--- src/rtl/slot_bus_master_if.sv ---
// Signal bundle between the slot bus master and its environment.
//
// Contents:
//   host command side : cmd_valid, cmd_ready, cmd_rnw, cmd_addr[7:0], cmd_wdata[7:0]
//   host response side: rsp_valid, rsp_rdata[7:0]
//   slot bus side     : card_reset_x, slot_x_int_x, clk_rw, ax_d, r_wx,
//                       ad_out[7:0], ad_oe_x, ad_in[7:0], int_x_in, irq_pending
//
// Handshake: a command transfers on a rising clock edge where cmd_valid and
// cmd_ready are both high. The requester holds cmd_valid and the cmd_* fields
// stable until that edge, and cmd_valid may stay high into the next command.
// rsp_valid has no ready. It is a one-clock pulse that the host must take.
//
// Modports: master = the bus master (slot_bus_master); slave = the host/card
// environment that drives commands and the card-side inputs.
interface slot_bus_master_if;
  logic       cmd_valid;
  logic       cmd_ready;
  logic       cmd_rnw;
  logic [7:0] cmd_addr;
  logic [7:0] cmd_wdata;
  logic       rsp_valid;
  logic [7:0] rsp_rdata;
  logic       card_reset_x;
  logic       slot_x_int_x;
  logic       clk_rw;
  logic       ax_d;
  logic       r_wx;
  logic [7:0] ad_out;
  logic       ad_oe_x;
  logic [7:0] ad_in;
  logic       int_x_in;
  logic       irq_pending;

  modport master (
    input  cmd_valid, cmd_rnw, cmd_addr, cmd_wdata, ad_in, int_x_in,
    output cmd_ready, rsp_valid, rsp_rdata, card_reset_x, slot_x_int_x,
           clk_rw, ax_d, r_wx, ad_out, ad_oe_x, irq_pending
  );

  modport slave (
    output cmd_valid, cmd_rnw, cmd_addr, cmd_wdata, ad_in, int_x_in,
    input  cmd_ready, rsp_valid, rsp_rdata, card_reset_x, slot_x_int_x,
           clk_rw, ax_d, r_wx, ad_out, ad_oe_x, irq_pending
  );
endinterface

--- src/rtl/slot_bus_master.sv ---
// Monitor-side initiator for the BKM-68X slot bus. Each accepted host command
// becomes an address cycle followed by a data cycle (setup / strobe / hold each),
// then a gap with the slot deselected. Card interrupts are synchronized and
// reported as a level.
//
// Ports:
//   clk_50mhz_in : system clock
//   reset_x      : asynchronous active-low reset
//   bus          : slot_bus_master_if.master (command, response and slot bus signals)
//   fsm_state    : current FSM state encoding, for observation only
module slot_bus_master #(
  parameter int SETUP_CYC  = 4,
  parameter int STROBE_CYC = 8,
  parameter int HOLD_CYC   = 4,
  parameter int GAP_CYC    = 2,
  parameter int RESET_CYC  = 16
) (
  input  logic                clk_50mhz_in,
  input  logic                reset_x,
  slot_bus_master_if.master   bus,
  output logic [3:0]          fsm_state
);

  localparam int MAX_0   = (SETUP_CYC > STROBE_CYC) ? SETUP_CYC : STROBE_CYC;
  localparam int MAX_1   = (MAX_0 > HOLD_CYC) ? MAX_0 : HOLD_CYC;
  localparam int MAX_2   = (MAX_1 > GAP_CYC) ? MAX_1 : GAP_CYC;
  localparam int MAX_CYC = (MAX_2 > RESET_CYC) ? MAX_2 : RESET_CYC;
  localparam int CNT_W   = $clog2(MAX_CYC + 1);

  typedef logic [CNT_W-1:0] cnt_t;

  typedef enum logic [3:0] {
    RST_HOLD = 4'd0,
    IDLE     = 4'd1,
    A_SETUP  = 4'd2,
    A_STROBE = 4'd3,
    A_HOLD   = 4'd4,
    D_SETUP  = 4'd5,
    D_STROBE = 4'd6,
    D_HOLD   = 4'd7,
    GAP      = 4'd8
  } state_t;

  state_t     state, next_state;
  cnt_t       cnt, next_cnt;
  logic       done;
  logic       accept;

  logic       rnw_q, rnw_n;
  logic [7:0] addr_q, addr_n;
  logic [7:0] wdata_q, wdata_n;
  logic [7:0] sample_q;
  logic       sample_en;
  logic       rsp_n;

  logic       slot_n, clk_rw_n, ax_d_n, r_wx_n, ad_oe_x_n;
  logic [7:0] ad_out_n;

  logic       int_sync1, int_sync2;

  // Counter value loaded on entry to a state: the state then lasts exactly
  // (value + 1) clocks, leaving when the counter reads zero.
  function automatic cnt_t reload(input state_t s);
    case (s)
      RST_HOLD:                   reload = cnt_t'(RESET_CYC - 1);
      A_SETUP,  D_SETUP:          reload = cnt_t'(SETUP_CYC - 1);
      A_STROBE, D_STROBE:         reload = cnt_t'(STROBE_CYC - 1);
      A_HOLD,   D_HOLD:           reload = cnt_t'(HOLD_CYC - 1);
      GAP:                        reload = cnt_t'(GAP_CYC - 1);
      default:                    reload = '0;
    endcase
  endfunction

  assign done      = (cnt == '0);
  assign accept    = (state == IDLE) && bus.cmd_valid;
  assign fsm_state = state;

  // Next state and counter
  always_comb begin
    next_state = state;
    case (state)
      RST_HOLD: if (done)   next_state = IDLE;
      IDLE:     if (accept) next_state = A_SETUP;
      A_SETUP:  if (done)   next_state = A_STROBE;
      A_STROBE: if (done)   next_state = A_HOLD;
      A_HOLD:   if (done)   next_state = D_SETUP;
      D_SETUP:  if (done)   next_state = D_STROBE;
      D_STROBE: if (done)   next_state = D_HOLD;
      D_HOLD:   if (done)   next_state = GAP;
      GAP:      if (done)   next_state = IDLE;
      default:              next_state = RST_HOLD;
    endcase

    if (next_state != state) next_cnt = reload(next_state);
    else if (!done)          next_cnt = cnt - cnt_t'(1);
    else                     next_cnt = cnt;
  end

  // Command fields as they will be after this edge, so the first A_SETUP
  // clock already drives the newly accepted address.
  always_comb begin
    rnw_n   = accept ? bus.cmd_rnw   : rnw_q;
    addr_n  = accept ? bus.cmd_addr  : addr_q;
    wdata_n = accept ? bus.cmd_wdata : wdata_q;
  end

  // Bus output values for the state being entered; registered below so every
  // bus pin comes straight from a flop.
  always_comb begin
    slot_n    = 1'b1;
    clk_rw_n  = 1'b1;
    ax_d_n    = 1'b0;
    r_wx_n    = 1'b1;
    ad_oe_x_n = 1'b1;
    ad_out_n  = 8'h00;
    case (next_state)
      A_SETUP, A_STROBE, A_HOLD: begin
        slot_n    = 1'b0;
        r_wx_n    = 1'b0;
        ad_oe_x_n = 1'b0;
        ad_out_n  = addr_n;
        clk_rw_n  = (next_state != A_STROBE);
      end
      D_SETUP, D_STROBE, D_HOLD: begin
        slot_n    = 1'b0;
        ax_d_n    = 1'b1;
        r_wx_n    = rnw_n;
        ad_oe_x_n = rnw_n;               // release ad for the card on reads
        ad_out_n  = rnw_n ? 8'h00 : wdata_n;
        clk_rw_n  = (next_state != D_STROBE);
      end
      default: ;
    endcase
  end

  // Read data is captured on the edge that ends the strobe (clk_rw rising).
  assign sample_en = (state == D_STROBE) && done;
  assign rsp_n     = (state == D_HOLD) && done;

  always_ff @(posedge clk_50mhz_in or negedge reset_x) begin
    if (!reset_x) begin
      state            <= RST_HOLD;
      cnt              <= cnt_t'(RESET_CYC - 1);
      rnw_q            <= 1'b0;
      addr_q           <= 8'h00;
      wdata_q          <= 8'h00;
      sample_q         <= 8'h00;
      bus.card_reset_x <= 1'b0;
      bus.cmd_ready    <= 1'b0;
      bus.rsp_valid    <= 1'b0;
      bus.rsp_rdata    <= 8'h00;
      bus.slot_x_int_x <= 1'b1;
      bus.clk_rw       <= 1'b1;
      bus.ax_d         <= 1'b0;
      bus.r_wx         <= 1'b1;
      bus.ad_out       <= 8'h00;
      bus.ad_oe_x      <= 1'b1;
    end else begin
      state            <= next_state;
      cnt              <= next_cnt;
      rnw_q            <= rnw_n;
      addr_q           <= addr_n;
      wdata_q          <= wdata_n;
      if (sample_en) sample_q <= bus.ad_in;
      bus.card_reset_x <= (next_state != RST_HOLD);
      bus.cmd_ready    <= (next_state == IDLE);
      bus.rsp_valid    <= rsp_n;
      if (rsp_n) bus.rsp_rdata <= rnw_q ? sample_q : 8'h00;
      bus.slot_x_int_x <= slot_n;
      bus.clk_rw       <= clk_rw_n;
      bus.ax_d         <= ax_d_n;
      bus.r_wx         <= r_wx_n;
      bus.ad_out       <= ad_out_n;
      bus.ad_oe_x      <= ad_oe_x_n;
    end
  end

  // Interrupt synchronizer, independent of the FSM. Flops idle at 1 (no irq).
  always_ff @(posedge clk_50mhz_in or negedge reset_x) begin
    if (!reset_x) begin
      int_sync1 <= 1'b1;
      int_sync2 <= 1'b1;
    end else begin
      int_sync1 <= bus.int_x_in;
      int_sync2 <= int_sync1;
    end
  end

  assign bus.irq_pending = ~int_sync2;

endmodule
--- src/flat_wrapper.sv ---
// flat-port wrapper written by rule: the top's interface ports become plain ports
module slot_bus_master_flat 
#(
  parameter int SETUP_CYC  = 4,
  parameter int STROBE_CYC = 8,
  parameter int HOLD_CYC   = 4,
  parameter int GAP_CYC    = 2,
  parameter int RESET_CYC  = 16
)
  (clk_50mhz_in, reset_x, fsm_state, bus_cmd_valid, bus_cmd_rnw, bus_cmd_addr, bus_cmd_wdata, bus_ad_in, bus_int_x_in, bus_cmd_ready, bus_rsp_valid, bus_rsp_rdata, bus_card_reset_x, bus_slot_x_int_x, bus_clk_rw, bus_ax_d, bus_r_wx, bus_ad_out, bus_ad_oe_x, bus_irq_pending);
  slot_bus_master_if bus_i ();
  input  logic clk_50mhz_in;
  input  logic reset_x;
  output logic [3:0] fsm_state;
  input wire logic [$bits(bus_i.cmd_valid)-1:0] bus_cmd_valid;
  input wire logic [$bits(bus_i.cmd_rnw)-1:0] bus_cmd_rnw;
  input wire logic [$bits(bus_i.cmd_addr)-1:0] bus_cmd_addr;
  input wire logic [$bits(bus_i.cmd_wdata)-1:0] bus_cmd_wdata;
  input wire logic [$bits(bus_i.ad_in)-1:0] bus_ad_in;
  input wire logic [$bits(bus_i.int_x_in)-1:0] bus_int_x_in;
  output wire logic [$bits(bus_i.cmd_ready)-1:0] bus_cmd_ready;
  output wire logic [$bits(bus_i.rsp_valid)-1:0] bus_rsp_valid;
  output wire logic [$bits(bus_i.rsp_rdata)-1:0] bus_rsp_rdata;
  output wire logic [$bits(bus_i.card_reset_x)-1:0] bus_card_reset_x;
  output wire logic [$bits(bus_i.slot_x_int_x)-1:0] bus_slot_x_int_x;
  output wire logic [$bits(bus_i.clk_rw)-1:0] bus_clk_rw;
  output wire logic [$bits(bus_i.ax_d)-1:0] bus_ax_d;
  output wire logic [$bits(bus_i.r_wx)-1:0] bus_r_wx;
  output wire logic [$bits(bus_i.ad_out)-1:0] bus_ad_out;
  output wire logic [$bits(bus_i.ad_oe_x)-1:0] bus_ad_oe_x;
  output wire logic [$bits(bus_i.irq_pending)-1:0] bus_irq_pending;
  assign bus_i.cmd_valid = bus_cmd_valid;
  assign bus_i.cmd_rnw = bus_cmd_rnw;
  assign bus_i.cmd_addr = bus_cmd_addr;
  assign bus_i.cmd_wdata = bus_cmd_wdata;
  assign bus_i.ad_in = bus_ad_in;
  assign bus_i.int_x_in = bus_int_x_in;
  assign bus_cmd_ready = bus_i.cmd_ready;
  assign bus_rsp_valid = bus_i.rsp_valid;
  assign bus_rsp_rdata = bus_i.rsp_rdata;
  assign bus_card_reset_x = bus_i.card_reset_x;
  assign bus_slot_x_int_x = bus_i.slot_x_int_x;
  assign bus_clk_rw = bus_i.clk_rw;
  assign bus_ax_d = bus_i.ax_d;
  assign bus_r_wx = bus_i.r_wx;
  assign bus_ad_out = bus_i.ad_out;
  assign bus_ad_oe_x = bus_i.ad_oe_x;
  assign bus_irq_pending = bus_i.irq_pending;
  slot_bus_master #(.SETUP_CYC(SETUP_CYC), .STROBE_CYC(STROBE_CYC), .HOLD_CYC(HOLD_CYC), .GAP_CYC(GAP_CYC), .RESET_CYC(RESET_CYC)) u_core (.clk_50mhz_in(clk_50mhz_in), .reset_x(reset_x), .bus(bus_i), .fsm_state(fsm_state));
endmodule
--- config.mk ---
export PLATFORM = sky130hd
export DESIGN_NAME = slot_bus_master_flat
export DESIGN_NICKNAME = d
export VERILOG_FILES = /design/src/rtl/slot_bus_master_if.sv /design/src/rtl/slot_bus_master.sv /design/src/flat_wrapper.sv
export SDC_FILE = /design/constraint.sdc
export NUM_CORES = 1
export LEC_CHECK = 0
export BUFFER_PORTS_ARGS = -buffer_cell sky130_fd_sc_hd__buf_2
export CORE_MARGIN = 5
export CORE_UTILIZATION = 58
export CTS_CLUSTER_SIZE = 40
export DETAILED_ROUTE_END_ITERATION = 6
export GPL_TIMING_DRIVEN = 0
export PLACE_DENSITY = 0.81
export SYNTH_ARGS = -nofsm -noshare
export SYNTH_HDL_FRONTEND = slang
export SYNTH_SLANG_ARGS = --single-unit
--- constraint.sdc ---
create_clock -name clk_50mhz_in -period 4.5 [get_ports clk_50mhz_in]
set_clock_uncertainty 0.05 [all_clocks]
set_input_delay 0.9 -clock clk_50mhz_in [delete_from_list [all_inputs] [get_ports clk_50mhz_in]]
set_output_delay 0.9 -clock clk_50mhz_in [all_outputs]
set_load 0.01 [all_outputs]
==> results of run 1 <==
-- per-stage QoR --
step	std cells	setup WS, ns	util (%)
final	355	0.827	72.9
after global routing	355	0.471	72.9
after CTS	355	0.779	72.8
after detailed placement	339	0.799	67.8
after global placement	339	0.979	67.8
after floorplan	230	1.40	-
-- flip-flops by register name, summed over array words and instances (netlist names) --
signal                   count
u_core.addr_q                8
u_core.bus.ad_out            8
u_core.bus.ax_d              1
u_core.bus.card_reset_x      1
u_core.bus.clk_rw            1
u_core.bus.cmd_ready         1
u_core.bus.r_wx              1
u_core.bus.rsp_rdata         8
u_core.bus.rsp_valid         1
u_core.bus.slot_x_int_x      1
u_core.cnt                   5
u_core.fsm_state             4
u_core.int_sync1             1
u_core.int_sync2             1
u_core.rnw_q                 1
u_core.sample_q              8
u_core.wdata_q               8
-- cell type report --
type	instances	share of cell area, %
buffer	10	1.80
clock buffer	11	4.42
clock inverter	5	2.43
inverter	23	2.70
multi-input combinational	138	31.0
sequential	59	46.6
tap	52	2.04
timing repair buffer	57	9.01
-- cells by family (layout without fill, tap and decap cells) --
family          count (synthesis)  count (layout)  synth area share (%)
simple gates                   71              71                  14.3
flops                          59              59                  56.7
buf+inv                        33             106                  5.48
compound gates                 29              29                  7.58
mux                            29              29                  11.9
fa+ha+maj                       7               7                  3.34
xor+xnor                        2               2                 0.668
-- worst max path at each step --
stage | to | slack (ns) | startpoint | depth (start not counted)
final | u_core.bus.ad_out[0]$_DFF_PN0_ | 0.83 | u_core.cnt[0]$_DFFE_PN1P_ | 13
after global routing | u_core.bus.ad_out[5]$_DFF_PN0_ | 0.47 | u_core.cnt[0]$_DFFE_PN1P_ | 13
after CTS | u_core.bus.ad_out[0]$_DFF_PN0_ | 0.78 | u_core.cnt[0]$_DFFE_PN1P_ | 15
after detailed placement | u_core.bus.ad_out[0]$_DFF_PN0_ | 0.80 | u_core.cnt[0]$_DFFE_PN1P_ | 13
after global placement | u_core.bus.ad_out[7]$_DFF_PN0_ | 0.98 | u_core.cnt[0]$_DFFE_PN1P_ | 15
after floorplan | u_core.bus.ad_out[7]$_DFF_PN0_ | 1.40 | u_core.cnt[0]$_DFFE_PN1P_ | 15
-- report_power, final --
part / switching [W] / internal [W]
combinational: 0.000555 / 0.000405
clock: 0.000201 / 0.000325
sequential: 0.000105 / 0.000794
total: 0.000862 / 0.00152
-- layout by cell type (no fill, tap or decap), drive strengths merged, types with 2 or more instances in the layout --
master and count:
nand2 25, clkinv 3, o31ai 3, nand2b 2, nand3 10, mux2 12
or2 3, a21oi 8, dfstp 9, dfrtp 50, o21ai 5, nor2 13
mux2i 17, ha 7, nor3 8, nor2b 3, inv 22, clkbuf 14
buf 64, o22ai 9, bufinv 2
-- critical path, delay by kind of cell (launching register included) --
kind	cells	cell delay [ns]
simple gates	6	1.80
compound gates	1	0.11
buf+inv	3	0.44
fa+ha+maj	2	0.46
mux	1	0.31
flops	1	0.37
-- routing by layer --
metal | part of all wire [%] | global-route usage (%) | wire length (µm) | up-vias
met3 | 7.5 | 6.44 | 375 | 12
met1 | 42 | 23.6 | 2120 | 868
met4 | 2.4 | 10.3 | 119 | 0
li1 | - | - | - | 908
met2 | 48 | 31.0 | 2410 | 59
met5 | 0 | 0 | 0 | -
==> impl_metrics.py, run 1 <==
metrics = {
    "final_layout": {
        "num_antenna_cells": 0,
        "final_nets": 334,
        "nFillCells": 318,
        "multiInputGateArea_um2": 992,
        "regArea_um2": 1490,
        "final_area_um2": 3200,
        "area.growth.synth_to_final_pct": 21.8,
        "drive_above_1_share_pct": 37.0,
    },
    "clock_network": {
        "clkTransAtPathRegs_ns": 0.06,
        "htreeDepth": 3,
        "clock_sinks": 59,
        "clockBufferDepth": 2,
        "post_cts_buffers": 0,
        "root_buffer": "clkbuf_8",
        "cts_tree": "built",
        "cts_buffers": 9,
        "hold_buffers": 0,
        "ctsResizeCount": 0,
        "clk_latency_ns": 0.34,
    },
    "die": {
        "rows": 24,
        "num_io_pins": 58,
        "die_w_um": 77.3,
        "start_util_pct": 59.8,
        "die_area_um2": 5970,
        "core_area_um2": 4380,
        "die_h_um": 77.3,
    },
    "worst_setup_path": {
        "critPathCaptureType": "register",
        "timing.rr.end": "u_core.bus.ad_out[0]$_DFF_PN0_",
        "crit_chain": "inv_1 > ha_1 > nor4b_2 > nor2_1 > nor3_1 > inv_1 > ha_1 > nor3_1 > nor2_1 > mux2_4 > nand2b_1 > buf_2 > o22ai_1",
        "reg2reg_from": "u_core.cnt[0]$_DFFE_PN1P_",
        "start_kind": "register",
        "worst-endpoint-arrival_ns": 3.82,
        "critPathSlowestCell": "nor3_1",
        "path_class": "reg -> reg",
        "r2r_cells": 13,
        "ff2ff_setup_slack_ns": 0.83,
        "cp_max_fo": 8,
        "critPathRequiredTime_ns": 4.65,
        "slowest_delay_ns": 0.69,
    },
    "route": {
        "postRouteAntennaNets": 0,
        "drtIter0Drc": 73,
        "vias": 1847,
        "avgViaCountPerCell": 5.20,
        "routedWlPerCell_um": 14.1,
        "drt_wl_total_um": 5020,
        "drc": 0,
        "firstDrtPassIters": 4,
    },
    "place": {
        "hpwl_um": 3600,
        "place_congestion": 0.823,
        "numPortBuffers": 57,
        "placed_area_um2": 2970,
    },
    "synth": {
        "synth_nets": 266,
        "async_reset_ff_share_pct": 100,
        "synth_edf_count": 0,
        "yosysSeqAreaShare_pct": 56.7,
        "synth_warnings": 0,
        "synth_area_leader_cell": "dfrtp_1",
        "synth_top_cell_area_share_pct": 47.7,
        "synth_cells": 230,
        "syn-cell-area_um2": 2620,
        "yosysMostFrequentCell": "dfrtp_1",
        "ys.flop_type": "dfrtp_1",
        "ys_top_cells_by_count": "dfrtp_1 (50), nand2_1 (24), inv_1 (22)",
        "synth_area_leaders": "dfrtp_1 (48%), dfstp_2 (9.0%), mux2i_1 (6.1%)",
        "yosysUniqueCellTypes": 43,
        "synth_area_per_cell_um2": 11.4,
        "synth_seq_cells": 59,
    },
    "sta": {
        "hold_viol": 0,
        "fin_crit_sh_pct": 81.6,
        "tightest_slew_ns": 0.796,
        "max_slew_margin_pct": 46.5,
        "fin_tns_setup_ns": 0,
        "maxSlewViolCount": 0,
        "period_minus_slack_ns": 3.67,
        "rsz0062_at_grt": "false",
        "max_freq_mhz": 272,
        "setup_viol": 0,
        "whs_ns": 0.305,
    },
    "global_routing": {
        "grt_first_pass_wirelength_um": 9180,
        "grt_pass1_vias": 2084,
        "grt_max_degree": 60,
        "globalRouteTotalUtil_pct": 19.6,
        "antenna_found_initial": 0,
        "globalRouteOverflowTotal": 0,
    },
    "status": {
        "status": "completed",
    },
    "flow_run": {
        "cap_viol_max_count": 0,
    },
    "pwr": {
        "power_density_nw_per_um2": 747,
        "p_total_w": 0.00239,
        "ir_worst_vdd_mv": 0.446,
        "p_leak_nw": 1.62,
    },
    "worst_hold_path": {
        "hp-class": "reg -> reg",
        "whs_endpoint": "u_core.int_sync2$_DFF_PN1_",
        "hold_start": "u_core.int_sync1$_DFF_PN1_",
        "min_path_cells": 0,
    },
}
(Power assumes the default switching activity.)
==> inputs of run 2 (changes only) <==
--- a/config.mk
+++ b/config.mk
@@ -5,13 +5,14 @@
 export SDC_FILE = /design/constraint.sdc
 export NUM_CORES = 1
 export LEC_CHECK = 0
+export ABC_AREA = 1
 export BUFFER_PORTS_ARGS = -buffer_cell sky130_fd_sc_hd__buf_2
 export CORE_MARGIN = 5
-export CORE_UTILIZATION = 58
+export CORE_UTILIZATION = 49
 export CTS_CLUSTER_SIZE = 40
 export DETAILED_ROUTE_END_ITERATION = 6
 export GPL_TIMING_DRIVEN = 0
-export PLACE_DENSITY = 0.81
+export PLACE_DENSITY = 0.72
 export SYNTH_ARGS = -nofsm -noshare
 export SYNTH_HDL_FRONTEND = slang
 export SYNTH_SLANG_ARGS = --single-unit
==> constraint.sdc (replaced) <==
create_clock -name clk_50mhz_in -period 3.1 [get_ports clk_50mhz_in]
set_clock_uncertainty 0.05 [all_clocks]
set_input_delay 0.62 -clock clk_50mhz_in [delete_from_list [all_inputs] [get_ports clk_50mhz_in]]
set_output_delay 0.62 -clock clk_50mhz_in [all_outputs]
set_load 0.01 [all_outputs]
==> impl_metrics.py, run 2 <==
metrics = {
    "status": {
        "status": "completed",
    },
    "clock_network": {
        "post_cts_buffers": 0,
        "clockBufferDepth": 2,
        "htreeDepth": 3,
        "cts_buffers": 9,
        "clkTransAtPathRegs_ns": 0.07,
        "root_buffer": "clkbuf_8",
        "hold_buffers": 0,
        "cts_tree": "built",
        "clock_sinks": 59,
        "clk_latency_ns": 0.34,
    },
    "sta": {
        "fin_crit_sh_pct": 89.3,
        "maxSlewViolCount": 0,
        "max_slew_margin_pct": 53.8,
        "whs_ns": 0.280,
        "fin_tns_setup_ns": 0,
        "period_minus_slack_ns": 2.77,
        "setup_viol": 0,
        "hold_viol": 0,
        "max_freq_mhz": 361,
        "rsz0062_at_grt": "false",
        "tightest_slew_ns": 0.694,
    },
    "worst_setup_path": {
        "critPathSlowestCell": "dfstp_2",
        "worst-path-buf-inv": 5,
        "start_kind": "register",
        "path_delay_family": "simple AND/OR/NAND/NOR gates",
        "cp_max_fo": 10,
        "slowest_delay_ns": 0.55,
        "worst-path-stages": 16,
        "path_common_cell": "inv_1",
        "crit_chain": "inv_1 > ha_1 > inv_1 > nor2_1 > nand2_4 > buf_4 > o21ai_0 > nor3_2 > inv_1 > ha_1 > inv_1 > nand3_1 > nand2_4 > nor2_4 > nand2_1 > nand2_1",
        "r2r_cells": 16,
        "worst-endpoint-arrival_ns": 2.94,
        "ff2ff_setup_slack_ns": 0.33,
        "critPathCaptureType": "register",
        "path_class": "reg -> reg",
        "critPathRequiredTime_ns": 3.27,
    },
    "global_routing": {
        "globalRouteTotalUtil_pct": 16.5,
        "met2_usage_pct": 28.8,
        "grt_first_pass_wirelength_um": 9400,
        "use_met1_pct": 18.8,
        "grt_max_degree": 60,
        "globalRouteOverflowTotal": 0,
        "grt-busiest-layer": "met2",
        "antenna_found_initial": 0,
        "grt_util_met3_pct": 3.83,
        "grt_pass1_vias": 2164,
    },
    "final_layout": {
        "fin_util_pct": 61.5,
        "layout_common_cells": "nand2_1 (135), buf_2 (56), dfrtp_1 (50), inv_1 (21), nand3_1 (17)",
        "nFillCells": 514,
        "final_common_cell": "nand2_1",
        "num_antenna_cells": 0,
        "area.growth.synth_to_final_pct": 22.9,
        "drive_above_1_share_pct": 29.7,
        "final_nets": 418,
    },
    "synth": {
        "async_reset_ff_share_pct": 100,
        "synth_nets": 350,
        "synth_top_cell_area_share_pct": 45.7,
        "synth_cells": 314,
        "yosysSeqAreaShare_pct": 54.3,
        "syn-cell-area_um2": 2740,
        "ys_top_cells_by_count": "nand2_1 (135), dfrtp_1 (50), inv_1 (21)",
        "synth_seq_cells": 59,
        "ys.flop_type": "dfrtp_1",
        "synth_area_leaders": "dfrtp_1 (46%), nand2_1 (19%), dfstp_2 (8.6%)",
        "synth_edf_count": 0,
        "synth_area_leader_cell": "dfrtp_1",
        "yosysUniqueCellTypes": 29,
        "synth_warnings": 0,
        "yosysMostFrequentCell": "nand2_1",
        "synth_area_per_cell_um2": 8.72,
    },
    "die": {
        "die_h_um": 84.7,
        "core_area_um2": 5470,
        "start_util_pct": 50.0,
        "die_w_um": 84.7,
        "rows": 27,
        "die_area_um2": 7180,
        "num_io_pins": 58,
    },
    "flow_run": {
        "cap_viol_max_count": 0,
    },
    "pwr": {
        "p_leak_nw": 1.88,
        "power_density_nw_per_um2": 1010,
        "ir_worst_vdd_mv": 0.448,
        "p_total_w": 0.00341,
    },
    "place": {
        "hpwl_um": 3940,
        "place_congestion": 0.872,
        "numPortBuffers": 57,
    },
    "route": {
        "routedWlPerCell_um": 11.9,
        "drtIter0Drc": 83,
        "postRouteAntennaNets": 0,
        "drt_wl_total_um": 5480,
        "vias": 2164,
        "avgViaCountPerCell": 4.71,
        "firstDrtPassIters": 4,
        "drc": 0,
    },
    "worst_hold_path": {
        "hp-class": "in -> async",
    },
}
==> run 2: cell families (layout without fill, tap and decap cells) <==
family                   Yosys count  count (layout)  share of synthesized area [%]
XOR/XNOR                           3               3                          0.960
flip-flops                        59              59                           54.3
AO/OA/AOI/OAI                     19              19                           3.61
AND/OR/NAND/NOR                  193             193                           32.8
buffers and inverters             33             106                           5.12
adder cells (fa/ha/maj)            7               7                           3.20
==> run 2: final cells by class <==
| cell class | instances | area (µm²) | area share [%] |
|---|---|---|---|
| clock inverters | 4 | 97.6 | 2.90 |
| flip-flops and latches | 59 | 1490 | 44.2 |
| repair buffers | 57 | 288 | 8.56 |
| inverters | 28 | 106 | 3.16 |
| clock buffers | 12 | 145 | 4.32 |
| well taps | 72 | 90.1 | 2.68 |
| multi-input cells | 222 | 1110 | 33.1 |
| plain buffers | 5 | 33.8 | 1.00 |
==> run 2: what timing repair did <==
item,in CTS,in global routing
gates resized for setup,0,1
setup endpoints to repair,0,11
endpoints found under the hold margin,0,0
==> run 2: where the power goes <==
group / switching [W] / internal, W
sequential: 0.000123 / 0.00106
combinational: 0.000882 / 0.000480
clock: 0.000306 / 0.000557
==> run 2: per-stage QoR <==
| stage | setup slack [ns] | cells | area (µm²) |
|---|---|---|---|
| floorplan | 0.563 | 314 | 2740 |
| global placement | 0.188 | 443 | 3110 |
| detailed placement | 0.140 | 443 | 3110 |
| CTS | 0.106 | 459 | 3360 |
| global route | 0.127 | 459 | 3360 |
| finish | 0.332 | 459 | 3360 |
==> run 2: per-layer routing <==
layer | up-vias | routed length (µm)
li1 | 1115 | -
met1 | 996 | 2360
met2 | 42 | 2750
met3 | 11 | 247
met4 | 0 | 124
met5 | - | 0
==> run 2: final timing paths <==
path | start | endpoint
min in group clk_50mhz_in | u_core.int_sync1$_DFF_PN1_ | u_core.int_sync2$_DFF_PN1_
hold / removal | reset_x | u_core.bus.ad_out[2]$_DFF_PN0_
setup / recovery | u_core.cnt[0]$_DFFE_PN1P_ | u_core.bus.ad_out[0]$_DFF_PN0_
hold reg to reg | u_core.int_sync1$_DFF_PN1_ | u_core.int_sync2$_DFF_PN1_
max in group asynchronous | reset_x | u_core.sample_q[0]$_DFFE_PN0P_
setup reg to reg | u_core.cnt[0]$_DFFE_PN1P_ | u_core.bus.ad_out[0]$_DFF_PN0_
==> inputs of run 3 (changes only) <==
--- a/config.mk
+++ b/config.mk
@@ -13,6 +13,7 @@
 export DETAILED_ROUTE_END_ITERATION = 6
 export GPL_TIMING_DRIVEN = 0
 export PLACE_DENSITY = 0.72
+export REMOVE_ABC_BUFFERS = 1
 export SYNTH_ARGS = -nofsm -noshare
 export SYNTH_HDL_FRONTEND = slang
 export SYNTH_SLANG_ARGS = --single-unit
==> impl_metrics.py, run 3 (synthesis gave the netlist of run 2 again) <==
metrics = {
    "place": {
        "hpwl_um": 3760,
        "place_congestion": 0.766,
        "numPortBuffers": 57,
        "post-place-ws_ns": 0.242,
        "placed_area_um2": 3080,
    },
    "worst_setup_path": {
        "reg2reg_from": "u_core.cnt[0]$_DFFE_PN1P_",
        "critPathRequiredTime_ns": 3.28,
        "critPathCaptureType": "register",
        "start_kind": "register",
        "ff2ff_setup_slack_ns": 0.27,
        "worst-endpoint-arrival_ns": 3.00,
        "path_class": "reg -> reg",
        "crit_start": "u_core.cnt[0]$_DFFE_PN1P_",
        "cp_max_fo": 18,
    },
    "global_routing": {
        "globalRouteOverflowTotal": 0,
        "globalRouteTotalUtil_pct": 16.9,
        "grt_pass1_vias": 2164,
        "grt_max_degree": 60,
        "antenna_found_initial": 0,
        "grt_first_pass_wirelength_um": 9600,
    },
    "final_layout": {
        "nFillCells": 486,
        "final_area_um2": 3310,
        "drive_above_1_share_pct": 29.6,
        "final_nets": 413,
        "multiInputGateArea_um2": 1110,
        "area.growth.synth_to_final_pct": 20.8,
        "regArea_um2": 1490,
        "layout_common_cells": "nand2_1 (135), buf_2 (56), dfrtp_1 (50), inv_1 (21), nand3_1 (17)",
        "num_antenna_cells": 0,
        "final_common_cell": "nand2_1",
    },
    "die": {
        "die_area_um2": 7180,
        "start_util_pct": 50.0,
        "rows": 27,
        "die_h_um": 84.7,
        "core_area_um2": 5470,
        "num_io_pins": 58,
        "die_w_um": 84.7,
    },
    "pwr": {
        "p_int_w": 0.00201,
        "p_leak_nw": 1.86,
        "power_density_nw_per_um2": 1000,
        "seqPwrFrac_pct": 36.3,
        "combPwrFrac_pct": 39.9,
        "clkPwrFrac_pct": 23.8,
        "p_switching_w": 0.00130,
        "ir_worst_vdd_mv": 0.521,
        "switching_share_pct": 39.3,
    },
    "route": {
        "firstDrtPassIters": 4,
        "drc": 0,
        "drt_wl_total_um": 5510,
        "routedWlPerCell_um": 12.1,
        "postRouteAntennaNets": 0,
        "drtIter0Drc": 123,
        "vias": 2168,
        "avgViaCountPerCell": 4.78,
    },
    "clock_network": {
        "clk_latency_ns": 0.34,
        "htreeDepth": 3,
        "post_cts_buffers": 0,
        "hold_buffers": 0,
        "clockBufferDepth": 2,
        "cts_buffers": 9,
        "clkTransAtPathRegs_ns": 0.06,
        "ctsResizeCount": 0,
        "root_buffer": "clkbuf_8",
        "cts_tree": "built",
        "clock_sinks": 59,
    },
    "sta": {
        "max_slew_margin_pct": 51.9,
        "fin_crit_sh_pct": 91.2,
        "whs_ns": 0.282,
        "fin_tns_setup_ns": 0,
        "maxSlewViolCount": 0,
        "setup_slack_ns": 0.273,
        "period_minus_slack_ns": 2.83,
        "setup_viol": 0,
        "tightest_slew_ns": 0.721,
        "rsz0062_at_grt": "false",
        "max_freq_mhz": 354,
        "hold_viol": 0,
    },
    "worst_hold_path": {
        "hp-class": "in -> async",
    },
    "status": {
        "status": "completed",
    },
    "flow_run": {
        "cap_viol_max_count": 0,
    },
}
[run 3: power by group through the flow]
| stage | Combinational (W) | Sequential (W) | Clock, W |
|---|---|---|---|
| floorplan | 0.000970 | 0.00123 | 0 |
| global placement | 0.00130 | 0.00121 | 0 |
| detailed placement | 0.00133 | 0.00121 | 0 |
| CTS | 0.00134 | 0.00120 | 0.000804 |
| global route | 0.00153 | 0.00123 | 0.000847 |
| finish | 0.00132 | 0.00120 | 0.000790 |
[run 3: worst paths after layout]
path,endpoint,cells past startpoint
worst max-delay path,u_core.bus.ad_out[6]$_DFF_PN0_,15
worst min register to register,u_core.int_sync2$_DFF_PN1_,0
min in group clk_50mhz_in,u_core.int_sync2$_DFF_PN1_,0
max in group asynchronous,u_core.fsm_state[1]$_DFF_PN0_,1
worst min-delay path,u_core.bus.ad_out[2]$_DFF_PN0_,1
worst max register to register,u_core.bus.ad_out[6]$_DFF_PN0_,15
[run 3: layer usage]
metal  GRT usage [%]  wire length (µm)  vias up
met5               0                 0        -
met4            7.34                89        0
met3            5.59               319       11
met2            28.0              2630       50
met1            20.1              2470     1002
li1                -                 -     1105
[run 3: through the flow]
| stage | std cells | power, W | util (%) |
|---|---|---|---|
| global placement | 438 | 0.00251 | 56.3 |
| finish | 454 | 0.00332 | 60.4 |
| global route | 454 | 0.00360 | 60.4 |
| floorplan | 309 | 0.00220 | - |
| CTS | 454 | 0.00335 | 60.4 |
| detailed placement | 438 | 0.00254 | 56.3 |
[run 3: cell type report]
class	count	area share, %
clock buffer	11	4.58
clock inverter	5	2.27
timing repair buffer	57	8.70
inverter	28	3.21
sequential	59	45.0
multi-input combinational	222	33.5
tap	72	2.72
[run 3: worst max-delay path, stage by stage (launching register included)]
cell and delay (ns):
dfstp_2 0.55, inv_1 0.07, ha_1 0.21, inv_1 0.05, nor2_1 0.05, nand2_4 0.20, o21ai_0 0.13, nor3_1 0.50
inv_1 0.16, ha_1 0.23, inv_1 0.07, nand3_1 0.12, nand2_4 0.13, nor2_4 0.07, nand2_1 0.07, nand2_1 0.05
